$ cat src/rtl/ifmap_skew_feeder.sv
// ifmap_skew_feeder: tile sequencer and diagonal skew stage feeding the ifmap
// edge of a systolic MAC array. It accepts one source vector per cycle while
// streaming, then delays row r by r+1 cycles so the elements enter the array
// on a diagonal. A tile runs IDLE -> START -> STREAM -> DRAIN -> IDLE.
//
// Build option: define IFSKEW_STALL_CNT_EN to enable the source-bubble
// counter on stall_cnt_out. When it is undefined, stall_cnt_out is tied to 0.
`timescale 1ns/1ps
module ifmap_skew_feeder #(
  parameter int MAC_ROW        = 16,
  parameter int IFMAP_BITWIDTH = 16,
  parameter int CNT_BITWIDTH   = 16
) (
  input  logic                              clk,
  input  logic                              rst,
  input  logic                              start_in,
  input  logic [CNT_BITWIDTH-1:0]           vec_count_in,
  input  logic                              s_valid_in,
  output logic                              s_ready_out,
  input  logic [MAC_ROW*IFMAP_BITWIDTH-1:0] s_data_in,
  output logic                              ifmap_start_out,
  output logic [MAC_ROW-1:0]                ifmap_enable_out,
  output logic [MAC_ROW*IFMAP_BITWIDTH-1:0] ifmap_data_out,
  output logic                              busy_out,
  output logic                              done_out,
  output logic [31:0]                       stall_cnt_out
);

  // The drain phase waits for the element of the final vector to leave the
  // last row, which is MAC_ROW cycles after that vector was accepted.
  localparam int                     DRAIN_W    = (MAC_ROW > 1) ? $clog2(MAC_ROW) : 1;
  localparam logic [DRAIN_W-1:0]     DRAIN_LAST = DRAIN_W'(MAC_ROW - 1);
  localparam logic [DRAIN_W-1:0]     DRAIN_ONE  = DRAIN_W'(1);
  localparam logic [CNT_BITWIDTH-1:0] VEC_ONE   = CNT_BITWIDTH'(1);

  typedef enum logic [1:0] {
    IDLE   = 2'd0,
    START  = 2'd1,
    STREAM = 2'd2,
    DRAIN  = 2'd3
  } state_t;

  state_t                  state;
  logic [CNT_BITWIDTH-1:0] vec_left;
  logic [DRAIN_W-1:0]      drain_left;
  logic                    accept;
  logic                    start_ok;

  // A vector moves only when the feeder is streaming and the source offers one.
  assign accept   = s_valid_in & s_ready_out;
  // Zero-length tiles are dropped in IDLE; start is ignored in every other state.
  assign start_ok = (state == IDLE) & start_in & (vec_count_in != '0);

  // Tile sequencer: state, remaining-vector count, drain timer and the
  // registered handshake/status outputs.
  always_ff @(posedge clk) begin
    if (rst) begin
      state           <= IDLE;
      vec_left        <= '0;
      drain_left      <= '0;
      s_ready_out     <= 1'b0;
      ifmap_start_out <= 1'b0;
      busy_out        <= 1'b0;
      done_out        <= 1'b0;
    end else begin
      ifmap_start_out <= 1'b0;
      done_out        <= 1'b0;
      unique case (state)
        IDLE: begin
          if (start_ok) begin
            state           <= START;
            vec_left        <= vec_count_in;
            ifmap_start_out <= 1'b1;
            busy_out        <= 1'b1;
          end
        end
        START: begin
          state       <= STREAM;
          s_ready_out <= 1'b1;
        end
        STREAM: begin
          if (accept) begin
            // Counts down to zero and stops there; the last accept ends the stream.
            vec_left <= vec_left - VEC_ONE;
            if (vec_left == VEC_ONE) begin
              state       <= DRAIN;
              s_ready_out <= 1'b0;
              drain_left  <= DRAIN_LAST;
            end
          end
        end
        DRAIN: begin
          if (drain_left == '0) begin
            state    <= IDLE;
            busy_out <= 1'b0;
            done_out <= 1'b1;
          end else begin
            drain_left <= drain_left - DRAIN_ONE;
          end
        end
        default: begin
          state       <= IDLE;
          s_ready_out <= 1'b0;
          busy_out    <= 1'b0;
        end
      endcase
    end
  end

  // Skew network: row r owns r+1 registers. Stage 0 captures the accepted
  // element (or zero on a bubble), so bubbles travel the same diagonal as
  // data and the outputs read zero whenever their enable is low.
  for (genvar r = 0; r < MAC_ROW; r++) begin : g_row
    logic                      vld_p  [0:r];
    logic [IFMAP_BITWIDTH-1:0] data_p [0:r];

    // Row r delay line, cleared on reset so in-flight elements are discarded.
    always_ff @(posedge clk) begin
      if (rst) begin
        for (int k = 0; k <= r; k++) begin
          vld_p[k]  <= 1'b0;
          data_p[k] <= '0;
        end
      end else begin
        vld_p[0]  <= accept;
        data_p[0] <= accept ? s_data_in[r*IFMAP_BITWIDTH +: IFMAP_BITWIDTH] : '0;
        for (int k = 1; k <= r; k++) begin
          vld_p[k]  <= vld_p[k-1];
          data_p[k] <= data_p[k-1];
        end
      end
    end

    assign ifmap_enable_out[r]                                  = vld_p[r];
    assign ifmap_data_out[r*IFMAP_BITWIDTH +: IFMAP_BITWIDTH] = data_p[r];
  end

`ifdef IFSKEW_STALL_CNT_EN
  function automatic logic [31:0] sat_inc32(input logic [31:0] v);
    return (v == 32'hFFFF_FFFF) ? v : v + 32'd1;
  endfunction

  logic [31:0] stall_cnt;

  // Source-bubble counter: STREAM cycles without a valid vector, restarted per tile.
  always_ff @(posedge clk) begin
    if (rst) begin
      stall_cnt <= '0;
    end else if (start_ok) begin
      stall_cnt <= '0;
    end else if ((state == STREAM) && !s_valid_in) begin
      stall_cnt <= sat_inc32(stall_cnt);
    end
  end

  assign stall_cnt_out = stall_cnt;
`else
  assign stall_cnt_out = 32'd0;
`endif

endmodule

$ cat config.mk
export PLATFORM = sky130hd
export DESIGN_NAME = ifmap_skew_feeder
export DESIGN_NICKNAME = d
export VERILOG_FILES = /design/src/rtl/ifmap_skew_feeder.sv
export SDC_FILE = /design/constraint.sdc
export NUM_CORES = 2
export LEC_CHECK = 0
export ABC_AREA = 1
export BUFFER_PORTS_ARGS = -buffer_cell sky130_fd_sc_hd__buf_2
export CAP_MARGIN = 20
export CORE_MARGIN = 2
export CORE_UTILIZATION = 55
export CTS_BUF_LIST = sky130_fd_sc_hd__clkbuf_8
export DETAILED_ROUTE_END_ITERATION = 16
export GPL_TIMING_DRIVEN = 0
export PLACE_DENSITY = 0.78
export SYNTH_ARGS = -nofsm -noshare
export SYNTH_HDL_FRONTEND = slang
export SYNTH_SLANG_ARGS = --single-unit
$ cat constraint.sdc
create_clock -name clk -period 1.6 [get_ports clk]
set_clock_uncertainty 0.15 [all_clocks]
set_input_delay 0.32 -clock clk [delete_from_list [all_inputs] [get_ports clk]]
set_output_delay 0.32 -clock clk [all_outputs]
set_load 0.1 [all_outputs]
==> results.txt <==
The run gives 6,934 as the number of fillers in the final layout. The setup path with the least slack is of type flip-flop to output pin. The tools report the maximum resistive drop on vdd as 0.000939 V. In this run the worst setup path terminates at ifmap_data_out[230]. The starting utilization of the core area is 55.6%, and the maximum number of pins on one net before global-route repair is 20.

The max-slew violation count is 0, and the global-route usage over all layers is 27.2%. The synthesis-stage register bit count is 2,218, and the initial antenna violation count is 23. After detailed routing, the average wire length per cell comes to 16.4 µm.

The nature of the critical path startpoint is a flip-flop. Data arrives at the worst endpoint at 1.62 ns. The clock passes through at most 4 buffers. Remaining max-slew budget at the tightest pin: 33.6%.

The run gives 2,218 as the number of clock sinks. The share of final-layout standard cells stronger than drive strength 1 was 19.2%; the largest fanout on the critical path was 1. The routed design could run at a clock period as short as 2.09 ns. Wires add up to 172,000 µm. The first detailed-routing pass took 8 iterations. The CTS buffer count came out at 343. The floorplan step defined a die boundary enclosing 121,000 µm².

In the post-synthesis netlist, the biggest area contributors are dfxtp_1 (69%), nor2_1 (13%), inv_1 (13%). The startpoint of the worst register-to-register path was drain_left[0]$_SDFFE_PP0P_. The final instance area was 86,100 µm²; the final-layout setup total negative slack was -107.09 ns.

STA classifies the critical path endpoint as an output pin. For met3 alone, demand over resource in global routing was 7.17%. The total area inside the core boundary comes to 117,000 µm².

The flow ran to the end, but the final reports show violations. Counting instances, the worst hold path has a depth of 4. Static timing analysis puts the maximum clock frequency at 0.479 GHz. The run gives 7,324 as the post-synthesis cell count. Dividing the final minimum period by the clock period gives 130%. The die is 347 µm tall. Sequential elements use 68.6% of the synthesized area. The logs give 25 for the number of unique standard cell types used by synthesis and 85,100 µm for the half-perimeter wire length after placement. For the via count, the log shows 46.0k. The capture point of the worst reg-to-reg path was drain_left[3]$_SDFFE_PP0P_. Among all flip-flop cells after synthesis, the most frequent one is dfxtp_1.

The biggest area contributor in the post-synthesis netlist is dfxtp_1. After clock tree synthesis, the clock-pin slew on the worst setup and hold paths is 0.06 ns. The number of global-route vias before repair was 48.3k; the global routing usage on met1 was 27.2%. Source of the critical timing path: g_row[14].data_p[0][230]$_SDFF_PP0_. Setup violations remaining at the end of the flow were counted as 334. Once placement completed, the tool counted placed cells totaling 9,430. Using the TritonRoute via totals, the vias-per-cell ratio works out to 4.40. The final reports fail on setup timing.

The number of warnings issued by yosys is 0, and the setup slack of the worst register-to-register path is -0.49 ns. TritonCTS built the clock tree. The tool flagged a number of max-cap violations equal to 0. For the pin with the worst max-slew slack, the measured transition is 0.996 ns.

After the first detailed-routing iteration, the DRC count stood at 2,599. Detailed-route DRC error count: 0. The synthesis-to-finish area growth was 32.9%.

The completed layout was analyzed and its total power is 114 mW. In this run, synthesis inferred 0 flip-flops with an integrated enable. The global-route wire length before repair was 252,000 µm.

After synthesis, the most frequently instantiated cells are nor2_1 (2,255), inv_1 (2,222), dfxtp_1 (2,218), buf_4 (205), buf_2 (184). The remaining global-route overflow is 0, and the number of buffers inserted by port buffering is 550. Counting flops with an async set or reset pin after synthesis yields a share of 0%. The most frequent cell after synthesis is nor2_1. The worst hold-check path type was primary input to flip-flop. The number of levels the H-tree was split into came out at 5. Setup repair after global routing could not meet its margin everywhere. The number of cells on the worst reg-to-reg path is 11. The global routing met2 resource utilization is 49.0%, and the mean area per synthesized cell is 8.84 µm². For this run, the number of standard cells in the final layout without fillers is 10.4k. Summing all placed instances gives a cell area of 69,600 µm². The run gives -0.488 ns as the minimum setup slack in the final design. The synthesized cell area was 64,800 µm². Dividing total power by cell area gives a power density of 1320 nW/µm². In this run the remaining antenna-violating nets after routing total 0. Data on the critical path is required at its endpoint by 1.13 ns.

The width of the chip works out to 347 µm. Number of nets in the layout: 8,945. The routability congestion estimate is 0.842. Hold timing on the final database bottoms out at a slack of 0.0849 ns. Clock tree synthesis selected as its root buffer the cell clkbuf_8. met2 is the most crowded layer.

The area share of the largest cell type after synthesis was 68.6%; the total count of hold-check failures in the final report was 0. Row generation in the floorplan step produced 125 rows. At the later pin of the worst-skew pair, clock insertion delay measures 1.00 ns.

Summed over all cells, the static leakage comes to 36.5 nW. Pin placement for this block handled 584 I/O pins.
## flip-flops by register name, summed over array words and instances, names as in the netlist
| signal | cells |
|---|---|
| g_row.data_p | 2176 |
| g_row.vld_p | 16 |
| vec_left | 16 |
| drain_left | 4 |
| state | 2 |
| busy_out | 1 |
| done_out | 1 |
| ifmap_start_out | 1 |
| s_ready_out | 1 |
## what timing repair did
action,CTS,global route
hold buffers,532,2
setup buffers,22,19
cloned,1,2
endpoints found under the setup margin,580,567
pin swaps,26,24
gates resized for setup,1497,151
hold endpoints to repair,330,20
## per-layer routing
metal / vias to the layer above / wire length [µm]
li1: 22333 / -
met1: 20827 / 61000
met2: 1968 / 86400
met3: 815 / 11900
met4: 10 / 12200
met5: - / 61
## cell families (layout without fill, tap and decap cells)
kind of cell               count (synthesis)  count (layout)  synth area share [%]
and+or+nand+nor                         2382            2382                  13.9
AOI/OAI and AO/OA                         37              37                 0.309
DFF                                     2218            2218                  68.6
buffers and inverters                   2678            4214                  17.1
xor gates and xnor gates                   1               1                0.0135
adders and majority gates                  7               7                 0.135
other                                      1              56               0.00579
## cell usage in the layout (no fill, tap or decap), types with 3 or more instances in the layout
cell type / netlist / routed
nand2_1: 91 / 71
buf_2: 184 / 442
nor2_2: 1 / 27
buf_6: 1 / 23
nor2_4: 1 / 15
o21ai_2: 0 / 4
nand3_1: 22 / 17
nand2_4: 0 / 8
inv_6: 0 / 4
a21oi_1: 18 / 10
dlygate4sd3_1: 0 / 533
clkinv_2: 0 / 33
or2_2: 4 / 4
conb_1: 1 / 32
dfxtp_2: 0 / 248
dfxtp_4: 0 / 33
clkbuf_2: 0 / 8
diode_2: 0 / 24
ha_4: 0 / 5
nand3_2: 0 / 3
a21oi_2: 1 / 8
nor2_1: 2255 / 2215
clkbuf_4: 0 / 6
inv_4: 0 / 4
clkbuf_1: 57 / 46
clkinvlp_4: 0 / 9
o21ai_0: 17 / 11
inv_2: 1 / 8
nand2_2: 3 / 14
clkbuf_8: 0 / 419
bufinv_16: 0 / 11
buf_12: 0 / 278
buf_4: 205 / 74
dfxtp_1: 2218 / 1937
inv_1: 2222 / 2307
## worst max-delay path, cell delays in order, from the launching register on
cell     delay [ns]
dfxtp_2        0.32
buf_6          0.13
buf_12         0.18
## power by group
group	switching, mW	leakage [nW]	internal [mW]
logic	6.25	14.6	3.83
registers	0.705	18.0	56.3
clock network	21.5	3.84	25.3
total	28.5	36.5	85.4
## cell type report
class | count | area (µm²) | share of cell area (%)
multi-input cells | 2459 | 9880 | 11.5
clock buffers | 418 | 5750 | 6.68
repair buffers | 1128 | 12600 | 14.7
diodes | 24 | 60.1 | 0.0698
plain buffers | 289 | 1660 | 1.93
well taps | 1524 | 1910 | 2.21
clock inverters | 156 | 985 | 1.14
inverters | 2223 | 8360 | 9.72
flip-flops and latches | 2218 | 44800 | 52.1
## worst min-delay path by stage
| stage | start | end |
|---|---|---|
| 3_3_place_gp | g_row[9].data_p[2][4]$_SDFF_PP0_ | g_row[9].data_p[3][4]$_SDFF_PP0_ |
| 3_5_place_dp | g_row[10].data_p[6][4]$_SDFF_PP0_ | g_row[10].data_p[7][4]$_SDFF_PP0_ |
| 4_1_cts | vec_count_in[8] | vec_left[8]$_SDFFE_PP0P_ |
| 2_1_floorplan | g_row[10].data_p[9][0]$_SDFF_PP0_ | g_row[10].data_p[10][0]$_SDFF_PP0_ |
| 5_1_grt | s_data_in[11] | g_row[0].data_p[0][11]$_SDFF_PP0_ |
| 6_report | rst | g_row[4].data_p[0][26]$_SDFF_PP0_ |
## through the flow
stage | worst slack [ns] | utilization (%)
floorplan | -0.00994 | -
global placement | -1.40 | 59.7
detailed placement | -1.18 | 59.7
CTS | -0.595 | 73.4
global route | -0.590 | 73.9
finish | -0.488 | 73.9
(Power assumes the default switching activity.)
